## config.mk

```make
export PLATFORM = sky130hd
export DESIGN_NAME = mem_wb_pipe
export DESIGN_NICKNAME = d
export VERILOG_FILES = /design/src/rtl/mem_wb_pipe.sv
export SDC_FILE = /design/constraint.sdc
export NUM_CORES = 1
export LEC_CHECK = 0
export ABC_AREA = 1
export CORE_MARGIN = 3
export CORE_UTILIZATION = 49
export DETAILED_ROUTE_END_ITERATION = 6
export GPL_TIMING_DRIVEN = 0
export PLACE_DENSITY = 0.85
export SYNTH_ARGS = -nofsm -noshare
export SYNTH_HDL_FRONTEND = slang
export SYNTH_SLANG_ARGS = --single-unit
```

## constraint.sdc

```tcl
create_clock -name clk -period 3.75 [get_ports clk]
set_input_delay 0.5625 -clock clk [delete_from_list [all_inputs] [get_ports clk]]
set_output_delay 0.5625 -clock clk [all_outputs]
set_load 0.01 [all_outputs]
```

## src/rtl/mem_wb_pipe.sv

```systemverilog
// mem_wb_pipe: MEM/WB stage with variable-latency load handling; `define MEMWB_MDU_EN adds the MDU result path.
module mem_wb_pipe #(
    parameter int XLEN        = 32,
    parameter int ACK_TIMEOUT = 15,
    parameter int TMR_W       = 4
) (
    input  logic            clk,
    input  logic            rst_n,
    input  logic            ex_valid_i,
    input  logic [31:0]     ex_ir_i,
    input  logic [XLEN-1:0] ex_alu_i,
`ifdef MEMWB_MDU_EN
    input  logic            mdu_op_i,
    input  logic [XLEN-1:0] mdu_res_i,
`endif
    input  logic [XLEN-1:0] mem_rdata_i,
    input  logic            mem_ack_i,
    input  logic            stall_i,
    input  logic            flush_i,
    output logic            stall_o,
    output logic            wb_en_o,
    output logic [4:0]      wb_rd_o,
    output logic [XLEN-1:0] wb_data_o,
    output logic            misalign_o,
    output logic            timeout_o
);
    localparam logic [0:0] S_IDLE = 1'b0, S_WAIT = 1'b1;
    logic [0:0]       r_state;
    logic [TMR_W-1:0] r_cnt;
    logic [4:0]       r_ld_rd, r_wb_rd;
    logic [2:0]       r_f3;
    logic [1:0]       r_addr;
    logic             r_wb_en, r_mis, r_to;
    logic [XLEN-1:0]  r_wb_data;
    logic [6:0]       w_op;
    logic [4:0]       w_rd, w_ld_rd;
    logic [2:0]       w_f3;
    logic [1:0]       w_addr;
    logic             w_wait, w_load, w_wr_op, w_f3_ok, w_mis, w_done, w_unused;
    logic [7:0]       w_byte;
    logic [15:0]      w_half;
    logic [XLEN-1:0]  w_ext, w_res;
    assign w_wait  = r_state == S_WAIT;
    assign w_op    = ex_ir_i[6:0];
    assign w_rd    = ex_ir_i[11:7];
    assign w_load  = ex_valid_i && w_op == 7'b0000011;
    assign w_wr_op = w_op inside {7'b0110011, 7'b0010011, 7'b0010111, 7'b1110011,
                                  7'b0110111, 7'b0000011, 7'b1101111, 7'b1100111};
    // While waiting, extraction uses the fields latched at issue; EX/MEM may change meanwhile.
    assign w_f3    = w_wait ? r_f3 : ex_ir_i[14:12];
    assign w_addr  = w_wait ? r_addr : ex_alu_i[1:0];
    assign w_ld_rd = w_wait ? r_ld_rd : w_rd;
    assign w_f3_ok = w_f3 inside {3'b000, 3'b001, 3'b010, 3'b100, 3'b101};
    assign w_mis   = (w_f3[1:0] == 2'b01 && w_addr[0]) || (w_f3 == 3'b010 && w_addr != 2'b00);
    assign w_byte  = mem_rdata_i[{w_addr, 3'b000} +: 8];
    assign w_half  = w_addr[1] ? mem_rdata_i[31:16] : mem_rdata_i[15:0];
    assign w_ext   = w_f3[1] ? mem_rdata_i
                   : w_f3[0] ? {{(XLEN-16){~w_f3[2] & w_half[15]}}, w_half}
                   : {{(XLEN-8){~w_f3[2] & w_byte[7]}}, w_byte};
    assign w_done  = mem_ack_i && !flush_i && (w_wait || (w_load && !stall_i));
`ifdef MEMWB_MDU_EN
    assign w_res   = mdu_op_i ? mdu_res_i : ex_alu_i;
`else
    assign w_res   = ex_alu_i;
`endif
    assign w_unused = ^ex_ir_i[31:15];
    assign stall_o = rst_n && !mem_ack_i && (w_wait || (w_load && !stall_i && !flush_i));
    always_ff @(posedge clk) begin
        if (!rst_n) begin
            r_state   <= S_IDLE;
            r_cnt     <= '0;
            r_ld_rd   <= '0;
            r_f3      <= '0;
            r_addr    <= '0;
            r_wb_en   <= 1'b0;
            r_mis     <= 1'b0;
            r_to      <= 1'b0;
            r_wb_rd   <= '0;
            r_wb_data <= '0;
        end else begin
            r_wb_en <= 1'b0;
            r_mis   <= 1'b0;
            r_to    <= 1'b0;
            if (flush_i) begin
                r_state <= S_IDLE;
                r_cnt   <= '0;
            end else if (w_done) begin
                r_wb_en   <= w_f3_ok && !w_mis && w_ld_rd != 5'd0;
                r_mis     <= w_mis;
                r_wb_rd   <= w_ld_rd;
                r_wb_data <= w_ext;
                r_state   <= S_IDLE;
                r_cnt     <= '0;
            end else if (w_wait) begin
                if (r_cnt == TMR_W'(ACK_TIMEOUT)) begin
                    r_to    <= 1'b1;
                    r_state <= S_IDLE;
                    r_cnt   <= '0;
                end else begin
                    r_cnt <= r_cnt + 1'b1;
                end
            end else if (ex_valid_i && !stall_i) begin
                if (w_load) begin
                    r_ld_rd <= w_rd;
                    r_f3    <= ex_ir_i[14:12];
                    r_addr  <= ex_alu_i[1:0];
                    r_state <= S_WAIT;
                    r_cnt   <= '0;
                end else begin
                    r_wb_en   <= w_wr_op && w_rd != 5'd0;
                    r_wb_rd   <= w_rd;
                    r_wb_data <= w_res;
                end
            end
        end
    end
    assign wb_en_o    = r_wb_en;
    assign wb_rd_o    = r_wb_rd;
    assign wb_data_o  = r_wb_data;
    assign misalign_o = r_mis;
    assign timeout_o  = r_to;
endmodule

```

==> qor.yml <==
outcome: "complete, no violations"
r2r_end: "wb_data_o[14]"
critPathArrivalTime_ns: 2.49
hold_path.startpoint: "r_f3[2]"
syn2layout_area_growth_pct: 38.4
utilization: 0.716
cts.reportedPaths.clkPinSlew_ns: 0.10
ys_warn_count: 0
slew_headroom: 0.669
tightest_slew_ns: 0.497
antenna_found_initial: 0
cts_root_buffer: "clkbuf_8"
wl_um: 12500
rsz0062_at_grt: "no"
comb_power_share: 0.263
cts.path.max_buffers: 2
ys_types: 34
dp_hpwl_um: 9880
grt_max_degree: 17
crit_fanout: 10
timing.final.ws_setup_ns: 0.700
layout_common_cells: "nand2_1 (247), inv_1 (125), clkdlybuf4s50_1 (125)"
ant_nets: 0
synth.avg_cell_area_um2: 5.65
p_per_area_nw_per_um2: 252
grt-ovfl-total: 0
synthArstFlopShare: 0
drive_above_1_share: 0.0650
slew_violations: 0
crit_path_start_kind: "input port"
r2r-start: "r_state"
ff2ff_setup_slack_ns: 1.84
p_int_mw: 0.952
grt.met1_usage: 0.377
path_class: "in -> out"
numCtsBuffers: 5
hold_viol: 0
ys_seq_area_frac: 0.286
synth_edf_count: 0
hold_buffers: 0
syn_inst: 682
met2_usage: 0.489
gp_congestion: 0.978
avgViaCountPerCell: 5.00
min_path_cells: 2
worstRegToRegCells: 12
power_frac_clock: 0.278
net-switching-power_mw: 0.390
cts_tree: "built"
final_common_cell: "nand2_1"
wl_per_cell_um: 13.7
grt_pass1_wl_um: 20500
power_mw: 1.34
ir_worst_vdd_mv: 0.164
multi_input_area_um2: 2100
finalSetupViolCount: 0
place_ws_ns: 0.705
ys_seq_elements: 55
worstPathRequired_ns: 3.19
maxCapViolations: 0
clock_skew_ns: 0.00614
post-route-min-period_ns: 3.05
ys.flop_type: "dfxtp_1"
fmax_mhz: 328
dr.pass1.iters: 5
final_nets: 917
clk_latency_ns: 0.31
netlist_area_um2: 3850
fill_cells: 678
track_usage: 0.285
grt-busiest-layer: "met2"
port_buffers: 125
die_x_um: 94.7
cts.repair.resized: 0
fp.dieArea_um2: 8960
die_h_um: 94.7
initial_core_util: 0.517
synth.net_count: 785
ios: 143
first_iter_violations: 265
antenna_cells: 0
power.leakage_nw: 2.79
setup_tns_ns: 0
fp-row-count: 31
postCtsSetupRepairBufs: 0
hold_end: "r_f3[2]"
switching_share: 0.291
grt_pass1_vias: 4322
min_period_over_period: 0.813
vias: 4569
drc: 0
area.sequential_um2: 1100
cts_num_sinks: 55
htree_levels: 2
met3_usage: 0.0446
core_um2: 7450
endpoint_kind: "output port"
min_path_type: "reg -> reg"
p_seq_frac: 0.459
[worst max-delay path by stage]
stage                    start       to  slack (ns)  depth (start not counted)
finish                   rst_n  stall_o        0.70                          5
global route             rst_n  stall_o        0.59                          5
CTS                      rst_n  stall_o        0.70                          5
detailed placement       rst_n  stall_o        0.70                          5
global placement         rst_n  stall_o        0.72                          5
floorplan           ex_ir_i[4]  stall_o        1.76                          6
[power groups by stage]
stage / Clock, mW / Sequential [mW] / Combinational (mW)
2_1_floorplan: 0 / 0.638 / 0.157
3_3_place_gp: 0 / 0.629 / 0.343
3_5_place_dp: 0 / 0.629 / 0.347
4_1_cts: 0.376 / 0.616 / 0.351
5_1_grt: 0.400 / 0.619 / 0.391
6_report: 0.373 / 0.616 / 0.353
[critical path, cell delays in order]
cell	delay, ns
clkdlybuf4s50_1	0.53
clkbuf_1	0.42
o21ai_0	0.17
nor3b_1	0.23
clkdlybuf4s50_1	0.57
[cell type report]
type	count	area share
buffer	32	0.0319
clock buffer	7	0.0181
clock inverter	1	0.00141
inverter	128	0.0901
multi-input combinational	467	0.394
sequential	55	0.207
tap	99	0.0232
timing repair buffer	125	0.235
[per-layer routing]
layer / up-vias / part of all wire
met5: - / 0
met4: 0 / 0.011
met3: 13 / 0.084
met2: 201 / 0.47
met1: 2012 / 0.44
li1: 2343 / -
[stage by stage]
stage	hold WS [ns]	cell area, um^2	std cells
final	0.467	5330	914
after floorplan	0.429	3850	682
after detailed placement	0.453	5230	906
after global placement	0.443	5230	906
after global routing	0.487	5330	914
after CTS	0.468	5330	914
[cells by family (layout without fill, tap and decap cells)]
logic type      count (synthesis)  after routing  share of synthesized area
compound gates                 91             91                      0.127
xor+xnor                        1              1                    0.00227
fa+ha+maj                       1              1                    0.00325
buf+inv                       160            293                      0.169
flops                          55             55                      0.286
simple gates                  374            374                      0.412
[sequential cells by signal (all words and copies together), names as in the netlist]
name / flops
misalign_o: 1
r_addr: 2
r_cnt: 4
r_f3: 3
r_ld_rd: 5
r_state: 1
timeout_o: 1
wb_data_o: 32
wb_en_o: 1
wb_rd_o: 5
[Yosys cell counts, types with 3 or more instances]
cell | instances | area share
nand2_1 | 247 | 0.24
inv_1 | 125 | 0.12
nand3_1 | 61 | 0.079
dfxtp_1 | 55 | 0.29
nor2_1 | 42 | 0.041
o21ai_0 | 39 | 0.051
a21oi_1 | 35 | 0.045
buf_2 | 13 | 0.017
buf_4 | 9 | 0.018
clkbuf_1 | 9 | 0.0088
o21ai_1 | 8 | 0.010
nand2_2 | 5 | 0.0081
nor2_2 | 4 | 0.0065
inv_2 | 3 | 0.0029
(Power assumes the default switching activity.)
==> patch (config.mk and constraints unchanged) <==
Set the parameter `TMR_W` to 5 (it was 4).
--- a/src/rtl/mem_wb_pipe.sv
+++ b/src/rtl/mem_wb_pipe.sv
@@ -2,7 +2,7 @@
 module mem_wb_pipe #(
     parameter int XLEN        = 32,
     parameter int ACK_TIMEOUT = 15,
-    parameter int TMR_W       = 4
+    parameter int TMR_W       = 5
 ) (
     input  logic            clk,
     input  logic            rst_n,
Function: same outputs for any inputs over 4 cycles, from zero or initial values and one cycle with rst_n low; that may be too few to reach the edited logic, so the function may still have changed.
==> patch against the original RTL <==
Sequential share of layout area rose by 1.8 points. Clock power up 8.8%. Register-to-register slack worse by 0.02 ns. Wire length decreased by 7.8%. Power barely moved. Sequential cell count rose by 1. First-iteration DRC count grew 13%. Cell count fell by 16%. Synthesized cell count shrank 20%. Count of clock-buffer cells in the layout shrank 2. Setup slack got worse by 0.29 ns. Cell area down 6.2%. Area after synthesis fell by 8.7%. Maximum frequency fell by 8.6%.
==> patch: results (changes against the original RTL) <==
status completed (unchanged); R2R Setup Slk 1.82 ns (was 1.84 ns); # rows 30 (was 31); Met2 Routed Length 5564 um (was 5870 um); Seq/Total Area, Yosys 0.3187 (was 0.2859); Reg area 1121 um2 (was 1101 um2); DR WL/cell 14.95 um (was 13.69 um); met1 WL 4796 um (was 5453 um); dpl ws 0.4594 ns (was 0.7046 ns); placed cells 764 (was 906); WL met3 990 um (was 1049 um); clk sink count 56 (was 55); drt via density 5.468 (was 4.999); worst setup path startpoint ex_ir_i[1] (was rst_n); synth cell count leaders 164 x nand2_1, 63 x nand3_1, 56 x dfxtp_1 (was 247 x nand2_1, 125 x inv_1, 61 x nand3_1); largest net degree at the start of global routing 18 (was 17); WHS Endpoint r_ld_rd[3] (was r_f3[2]); Netlist cell types 40 (was 34); fraction of area in multi-input gates 0.4034 (was 0.3939); vias in the first global route 3,999 (was 4,322); share of layout cells above drive strength 1 0.1050 (was 0.06503); clock skew 0.009566 ns (was 0.006142 ns); #MultiIn Comb 404 (was 467); Non-clk bufs 156 (was 157); fillers 590 (was 678); GPL Wtd Cong 0.8701 (was 0.9783); Placed Area 4888 um2 (was 5226 um2); worst hold start r_ld_rd[3] (was r_f3[2]); first-pass GRT wire length 18,690 um (was 20,510 um); Max rail drop VDD 0.1800 mV (was 0.1644 mV); initial DRC count 300 (was 265); met1 Use GR 0.3426 (was 0.3774); nets 778 (was 917); reg2reg end wb_data_o[31] (was wb_data_o[14]); number of logic inverters in the finished layout 52 (was 128); WP data arrival 2.77 ns (was 2.49 ns); slowest stage delay, CP 0.61 ns (was 0.57 ns); most area-consuming cells after synthesis dfxtp_1 32%, nand2_1 18%, nand3_1 9.0% (was dfxtp_1 29%, nand2_1 24%, inv_1 12%); DPL Wire Length 9186 um (was 9882 um); GR Util met2 0.4867 (was 0.4885); Slew HR 0.6567 (was 0.6690); Mean Syn Cell Area 6.477 um2 (was 5.647 um2); met3 Use GR 0.04833 (was 0.04462); P_leak 2.114 nW (was 2.790 nW); ClkCell Share 0.02227 (was 0.01948)
-- patch: cell count changes in the layout (fill, tap and decap cells not counted), moves of 3 or more --
cell     unedited run  this run
a21oi_1            35        40
a21oi_2             2         5
a22oi_1             1         9
a31oi_1             0         5
buf_2              13        10
buf_4               9         6
inv_1             125        48
nand2_1           247       164
nand2_4             1         5
nor2_1             42        10
o21ai_0            39        51
o21ai_1             8         5
o21ai_2             0        11
-- patch: cells by family after synthesis --
kind of cell	count (synthesis)	synth area share
adder cells (fa/ha/maj)	1	0.003557
flip-flops	56	0.3187
buffers and inverters	83	0.1078
XOR/XNOR	1	0.002491
AND/OR/NAND/NOR	270	0.3490
AO/OA/AOI/OAI	131	0.2156
multiplexers	1	0.002846
-- patch: power by group --
part	switching [W]	leakage, nW	internal, W	total, W
Combinational	0.000152	1.60	0.000163	0.000315
Sequential	0.00000884	0.455	0.000613	0.000622
Clock	0.000208	0.0541	0.000198	0.000406
